===== config.mk =====
export PLATFORM = sky130hd
export DESIGN_NAME = uart_rx_fifo
export DESIGN_NICKNAME = d
export VERILOG_FILES = /design/src/rtl/uart_rx_fifo.sv
export SDC_FILE = /design/constraint.sdc
export NUM_CORES = 1
export LEC_CHECK = 0
export ABC_AREA = 1
export BUFFER_PORTS_ARGS = -buffer_cell sky130_fd_sc_hd__buf_2
export CORE_ASPECT_RATIO = 0.6
export CORE_MARGIN = 8
export CORE_UTILIZATION = 48
export CTS_CLUSTER_SIZE = 12
export DETAILED_ROUTE_END_ITERATION = 8
export PLACE_DENSITY_LB_ADDON = 0.08
export RECOVER_POWER = 25
export SYNTH_ARGS = -nofsm -noshare
export SYNTH_HDL_FRONTEND = slang
export SYNTH_SLANG_ARGS = --single-unit

===== constraint.sdc =====
create_clock -name clk2 -period 2.6 [get_ports clk2]
set_input_delay 0.26 -clock clk2 [delete_from_list [all_inputs] [get_ports clk2]]
set_output_delay 0.26 -clock clk2 [all_outputs]
set_load 0.02 [all_outputs]

===== src/rtl/uart_rx_fifo.sv =====
// Oversampling 8N1 UART receiver with a small receive FIFO behind a valid/ready
// handshake; flags framing errors (stop bit low) and overruns (FIFO full).
module uart_rx_fifo #(
  parameter int CLKS_PER_BIT = 16,
  parameter int DATA_BITS    = 8,
  parameter int FIFO_DEPTH   = 4
) (
  input  logic                 clk2,
  input  logic                 reset,
  input  logic                 RXdataIn,
  input  logic                 rx_ready,
  output logic [DATA_BITS-1:0] dataOut,
  output logic                 rx_valid,
  output logic                 frame_err,
  output logic                 overrun,
  output logic                 busy
);

  localparam int CNT_W = $clog2(CLKS_PER_BIT);
  localparam int IDX_W = $clog2(DATA_BITS + 1);
  localparam int PTR_W = $clog2(FIFO_DEPTH);

  localparam logic [CNT_W-1:0] HALF_LAST = CNT_W'(CLKS_PER_BIT / 2 - 1);
  localparam logic [CNT_W-1:0] BIT_LAST  = CNT_W'(CLKS_PER_BIT - 1);
  localparam logic [IDX_W-1:0] IDX_LAST  = IDX_W'(DATA_BITS - 1);

  localparam logic [2:0] IDLE  = 3'd0;
  localparam logic [2:0] START = 3'd1;
  localparam logic [2:0] DATA  = 3'd2;
  localparam logic [2:0] STOP  = 3'd3;
  localparam logic [2:0] BREAK = 3'd4;

  logic                 sync_p0, sync_p1;
  logic                 rx_s;
  logic [2:0]           state;
  logic [CNT_W-1:0]     cnt;
  logic [IDX_W-1:0]     idx;
  logic [DATA_BITS-1:0] shreg;

  logic [DATA_BITS-1:0] mem [FIFO_DEPTH];
  logic [PTR_W:0]       wr_ptr, rd_ptr;
  logic                 empty, full, pop, push_req, push_ok, stop_done;

  // Stage p0/p1: two-flop synchronizer, idles high
  always_ff @(posedge clk2 or posedge reset) begin
    if (reset) begin
      sync_p0 <= 1'b1;
      sync_p1 <= 1'b1;
    end else begin
      sync_p0 <= RXdataIn;
      sync_p1 <= sync_p0;
    end
  end

  assign rx_s      = sync_p1;
  assign stop_done = (state == STOP) && (cnt == BIT_LAST);
  assign push_req  = stop_done && rx_s;

  always_ff @(posedge clk2 or posedge reset) begin
    if (reset) begin
      state <= IDLE;
      cnt   <= '0;
      idx   <= '0;
      shreg <= '0;
    end else begin
      case (state)
        IDLE: begin
          if (!rx_s) begin
            state <= START;
            cnt   <= '0;
          end
        end
        START: begin
          if (cnt == HALF_LAST) begin
            cnt <= '0;
            idx <= '0;
            state <= rx_s ? IDLE : DATA;
          end else begin
            cnt <= cnt + 1'b1;
          end
        end
        DATA: begin
          if (cnt == BIT_LAST) begin
            cnt <= '0;
            for (int i = 0; i < DATA_BITS; i++) begin
              if (idx == IDX_W'(i)) shreg[i] <= rx_s;
            end
            idx <= idx + 1'b1;
            if (idx == IDX_LAST) state <= STOP;
          end else begin
            cnt <= cnt + 1'b1;
          end
        end
        STOP: begin
          if (cnt == BIT_LAST) begin
            cnt   <= '0;
            state <= rx_s ? IDLE : BREAK;
          end else begin
            cnt <= cnt + 1'b1;
          end
        end
        BREAK: begin
          // Held-low line must return high before a new start bit is honoured
          if (rx_s) state <= IDLE;
        end
        default: state <= IDLE;
      endcase
    end
  end

  assign empty    = (wr_ptr == rd_ptr);
  assign full     = (wr_ptr[PTR_W] != rd_ptr[PTR_W]) &&
                    (wr_ptr[PTR_W-1:0] == rd_ptr[PTR_W-1:0]);
  assign rx_valid = !empty;
  assign pop      = rx_valid && rx_ready;
  assign push_ok  = push_req && (!full || pop);
  assign dataOut  = empty ? '0 : mem[rd_ptr[PTR_W-1:0]];
  assign busy     = (state != IDLE);

  always_ff @(posedge clk2) begin
    if (push_ok) mem[wr_ptr[PTR_W-1:0]] <= shreg;
  end

  always_ff @(posedge clk2 or posedge reset) begin
    if (reset) begin
      wr_ptr    <= '0;
      rd_ptr    <= '0;
      frame_err <= 1'b0;
      overrun   <= 1'b0;
    end else begin
      if (push_ok) wr_ptr <= wr_ptr + 1'b1;
      if (pop)     rd_ptr <= rd_ptr + 1'b1;
      frame_err <= stop_done && !rx_s;
      overrun   <= push_req && full && !pop;
    end
  end

endmodule


---- After elaboration in Yosys (flattened, before gate mapping) ----
Memory sizes are Yosys's and may differ from the RTL's.
Index checks and enable logic that the tools add are counted.
storage, ports and cells
  memory bits (writable) .................. 32
  bits of input ports ..................... 4
  memories kept ........................... 1
  bits in registers ....................... 29
  output and inout port bits .............. 12
memories
  name  words  width  rd ports  clocked after Yosys merged registers in  wr ports  RTL line  text
  mem   4      8      1         0                                        1         40        logic [DATA_BITS-1:0] mem [FIFO_DEPTH];
cells by class
  equality and inequality tests ........... 22
  reductions and logical operators ........ 30
  $add $sub $neg .......................... 4
  mux-type cells .......................... 19
operators with widths
  operator               number
  $reduce_and A3 Y1      9
  $mux W3                7
  $eq A4 B3 Y1 const B   5
  $mux W4                5
  $pmux W3 S5            1
  $pmux W4 S3            1
  $ne A2 B2 Y1 const B   5
  $add A4 B1 Y4 const B  2
  $eq A4 B2 Y1 const B   2
  $logic_and A1 B1 Y1    8
  $mux W8                1
  $pmux W4 S2            1
  $add A3 B1 Y3 const B  2
  $eq A3 B2 Y1 const B   2
  $reduce_and A6 Y1      1
  $reduce_bool A3 Y1     2
  $eq A4 B1 Y1 const B   1
  $eq A4 B4 Y1 const B   1
  $logic_not A1 Y1       4
  $logic_not A4 Y1       1
  $eq A3 B1 Y1 const B   1
  $eq A3 B3 Y1           1
  $eq A3 B3 Y1 const B   1
  $logic_not A3 Y1       1
  9 further kinds        10

---- Longest topological paths before layout ----
  depth after elaboration ................. 7
  depth in mapped cells ................... 9
  depth with buffers taken out ............ 8

---- Worst setup path after synthesis ----
OpenSTA, ideal clock, no wires.
  path type ............................... flip-flop to flip-flop
  start point ............................. register cnt[0]
  end point ............................... memory mem[0][0] (enable)
  clock period less this slack ............ 1.863 ns
  library setup time ...................... 0.371 ns
  data arrival time ....................... 1.492 ns
  path slack .............................. 0.737 ns
  required time ........................... 2.229 ns
  cell stages (with the launch flop) ...... 6
  buffers on the path ..................... 0
  path through ............................ dfrtp_1 -> ha_1 -> nand3_2 -> nor3_4 -> nand2_4 -> nor2_1
between the ends
  word-level cells in the longest chain between the ends .. 6
ends and longest elaborated chain
  item                           RTL line  text
  from (decl)                    36        logic [CNT_W-1:0] cnt;
  from (signal assigned)         79        cnt <= cnt + 1'b1;
  from (signal assigned)         91        cnt <= cnt + 1'b1;
  from (signal assigned)         99        cnt <= cnt + 1'b1;
  $eq A4 B4 Y1                   56        assign stop_done = (state == STOP) && (cnt == BIT_LAST);
  $logic_and A1 B1 Y1            56
  $logic_and A1 B1 Y1            57        assign push_req = stop_done && rx_s;
  $logic_and A1 B1 Y1            116       assign push_ok = push_req && (!full || pop);
  $mux W1                        121       if (push_ok) mem[wr_ptr[PTR_W-1:0]] <= shreg;
  $mux W1 (implied by the code)  121
  to (decl)                      40
No other way between the ends.

---- Worst setup path in the final report ----
  start point ............................. register rd_ptr[1]
  end point ............................... output dataOut[1]
between the ends
  word-level cells in the longest chain between the ends .. 2
  elaborated cells between the ends (all ways) .. 3
ends and longest elaborated chain
  item                                                  RTL line  text
  from (decl)                                           41        logic [PTR_W:0] wr_ptr, rd_ptr;
  from (signal assigned)                                132       if (pop) rd_ptr <= rd_ptr + 1'b1;
  $mem_v2 Z4 W8 / $eq A3 B3 Y1 (equally long branches)  n/a
  $mux W8 (*)                                           117       assign dataOut = empty ? '0 : mem[rd_ptr[PTR_W-1:0]];
  to (decl)                                             12        output logic [DATA_BITS-1:0] dataOut,
Mark *: on every way between the ends. The rest lies on a longest branch, timed or not.

==> flow_summary.ini <==
[global_route]
antenna_found_initial = 0
grt_pass1_wl_mm = 9.74
grt_max_degree = 30
grt_use_total = 0.144
gr-total-overflow = 0
grt_pass1_vias = 1847

[placed_design]
dp_worst_setup_slack_ns = 0.729
gp_congestion = 0.792
dpl.hpwl_mm = 4.18
numPortBuffers = 15

[synthesis]
ys_ff_latch = 61
dominantRegCellSynth = edfxtp_1
syn-mean-instance-area_um2 = 10.1
synth.most_common_cell = nand2_1
ys_seq_area_frac = 0.577
ys_async_sr_fraction = 0.475
synth_top_area_share = 0.328
synth_nets = 305
synthCells = 291
synth.cell_area_mm2 = 0.00293
synth_commonest_cells = 50 x nand2_1, 34 x nor2_1, 32 x edfxtp_1
yosysTopAreaCell = edfxtp_1
ys_warn_count = 0
synth_edf_count = 32
synth.area.top_cells = edfxtp_1 33%, dfrtp_1 23%, nand2_1 6.4%
synth.distinct_cells = 31

[cells_and_area]
multi_input_area_mm2 = 0.00106
final-seq-area_mm2 = 0.00169
area_delta_synth_final_pct = 12.7
final_nets = 332
diodes = 0
nFillCells = 578
drive_gt1_frac = 0.192

[timing]
fin_crit_ns = 2.08
drv_slew = 0
skew_ns = 0.00855
fin_setup_tns_ns = 0
hold_violations = 0
fin_crit_sh = 0.799
relSlewSlack = 0.703
worstMarginPinSlew_ns = 0.445
rsz0062_at_grt = no
finalSetupViolCount = 0
setup_ws_ns = 0.522
fmax_mhz = 481

[setup_path]
crit_fanout = 13
end_kind = primary output
required_ns = 2.34
start_kind = register
critPathKind = reg -> out
cp_data_arrival_time_ns = 1.82

[power]
ir_worst_vdd_uv = 407
swShare = 0.414
p_int_w = 0.00181
power.share.clock = 0.247
power_frac_seq = 0.380
pwr-share-comb = 0.374
p_switching_w = 0.00128
powerDensity_mw_per_mm2 = 937
cellLeakagePower_nw = 1.47

[clock_tree]
clkLatencyLatePin_ns = 0.34
numCtsBuffers = 9
clockBufferDepth = 2
h-tree-depth = 3
clkSinkCount = 61
cts.clk_slew.worst_paths_ns = 0.07
cts_setup_buffers = 0
cts_root_buffer = clkbuf_8
cts_tree = built

[detailed_routing]
vias_per_cell = 4.85
remaining_drc_errors = 0
wirelength_mm = 5.85
routedWlPerCell_um = 14.4
drt-initial-drc-count = 165
antenna_left = 0
drt_pre_antenna_iters = 4
vias = 1975

[run]
cap_viol_max_count = 0

[die]
core_area_mm2 = 0.00600
num_io_pins = 16
fp-row-count = 22
die_area_mm2 = 0.00894
die_w_um = 117
die_h_um = 76.5
start_util = 0.488

[status]
status = finished, final reports clean

[worst_hold_path]
hp-class = in -> reg
power groups by stage:
stage / Clock, W / Sequential [W] / Combinational (W)
3_3_place_gp: 0 / 0.00119 / 0.00116
5_1_grt: 0.000828 / 0.00119 / 0.00130
2_1_floorplan: 0 / 0.00115 / 0.000946
6_report: 0.000763 / 0.00117 / 0.00116
3_5_place_dp: 0 / 0.00119 / 0.00115
4_1_cts: 0.000788 / 0.00117 / 0.00116
layer usage:
metal,global-route usage,vias up,part of all wire
met4,0.0496,0,0.013
met3,0.0498,10,0.057
met1,0.224,889,0.56
met5,0,-,0
li1,-,1038,-
met2,0.174,38,0.37
placed cells by master (no fill, tap or decap), drive strengths merged:
master	n
a21oi	6
a31oi	1
and3	2
buf	22
clkbuf	9
clkinvlp	4
dfrtp	27
dfstp	2
dlygate4sd3	2
edfxtp	32
ha	10
inv	33
nand2	58
nand3	17
nand4	10
nor2	40
nor3	2
o21ai	33
o22ai	8
xnor2	2
xor2	3
final timing paths:
path	from	end	slack, ns	cells after the start
worst max-delay path	rd_ptr[1]	dataOut[1]	0.52	7
max in group asynchronous	reset	sync_p0	1.75	4
min in group asynchronous	reset	cnt[2]	0.53	4
worst min-delay path	rx_ready	rd_ptr[2]	0.21	3
worst min register to register	sync_p0	rx_s	0.40	0
worst max register to register	cnt[0]	mem[2][4]	0.73	6
worst max-delay path, stage by stage (launching register included):
cell and delay [ns]:
dfrtp_1 0.41, inv_1 0.21, nand2_1 0.14, a21oi_4 0.21
nand2_2 0.19, nand2_1 0.12, inv_1 0.05, buf_2 0.15
cell type report:
cell class                 instances  share of cell area
sequential                        61               0.512
multi-input combinational        192               0.322
clock inverter                     7              0.0171
clock buffer                       9              0.0375
inverter                          30              0.0349
timing repair buffer              24              0.0447
tap                               84              0.0319
cell families (layout without fill, tap and decap cells):
family | count (synthesis) | after routing | synth area share
flops | 61 | 61 | 0.577
xor+xnor | 5 | 5 | 0.0150
compound gates | 48 | 48 | 0.0936
buf+inv | 38 | 70 | 0.0603
simple gates | 129 | 129 | 0.212
fa+ha+maj | 10 | 10 | 0.0427
sequential cells by signal, indices dropped and copies added, names as in the netlist:
signal     count
mem           32
shreg          8
cnt            4
idx            4
rd_ptr         3
state          3
wr_ptr         3
frame_err      1
overrun        1
rx_s           1
sync_p0        1
what timing repair did:
action                                 CTS  global route
setup endpoints to repair                0             0
endpoints found under the hold margin   28             0
gates resized for setup                  0             0
hold buffers                             2             0
per-stage QoR:
stage / cell area (um2) / util / hold slack (ns) / cells / power (W)
final: 3300 / 0.550 / 0.207 / 407 / 0.00309
after global routing: 3300 / 0.550 / 0.210 / 407 / 0.00332
after CTS: 3300 / 0.550 / 0.191 / 407 / 0.00312
after detailed placement: 3100 / 0.516 / 0.359 / 389 / 0.00234
after global placement: 3100 / 0.516 / 0.356 / 389 / 0.00235
after floorplan: 2930 / - / 0.264 / 291 / 0.00209
Note: power is estimated with default switching activity, not from simulation.
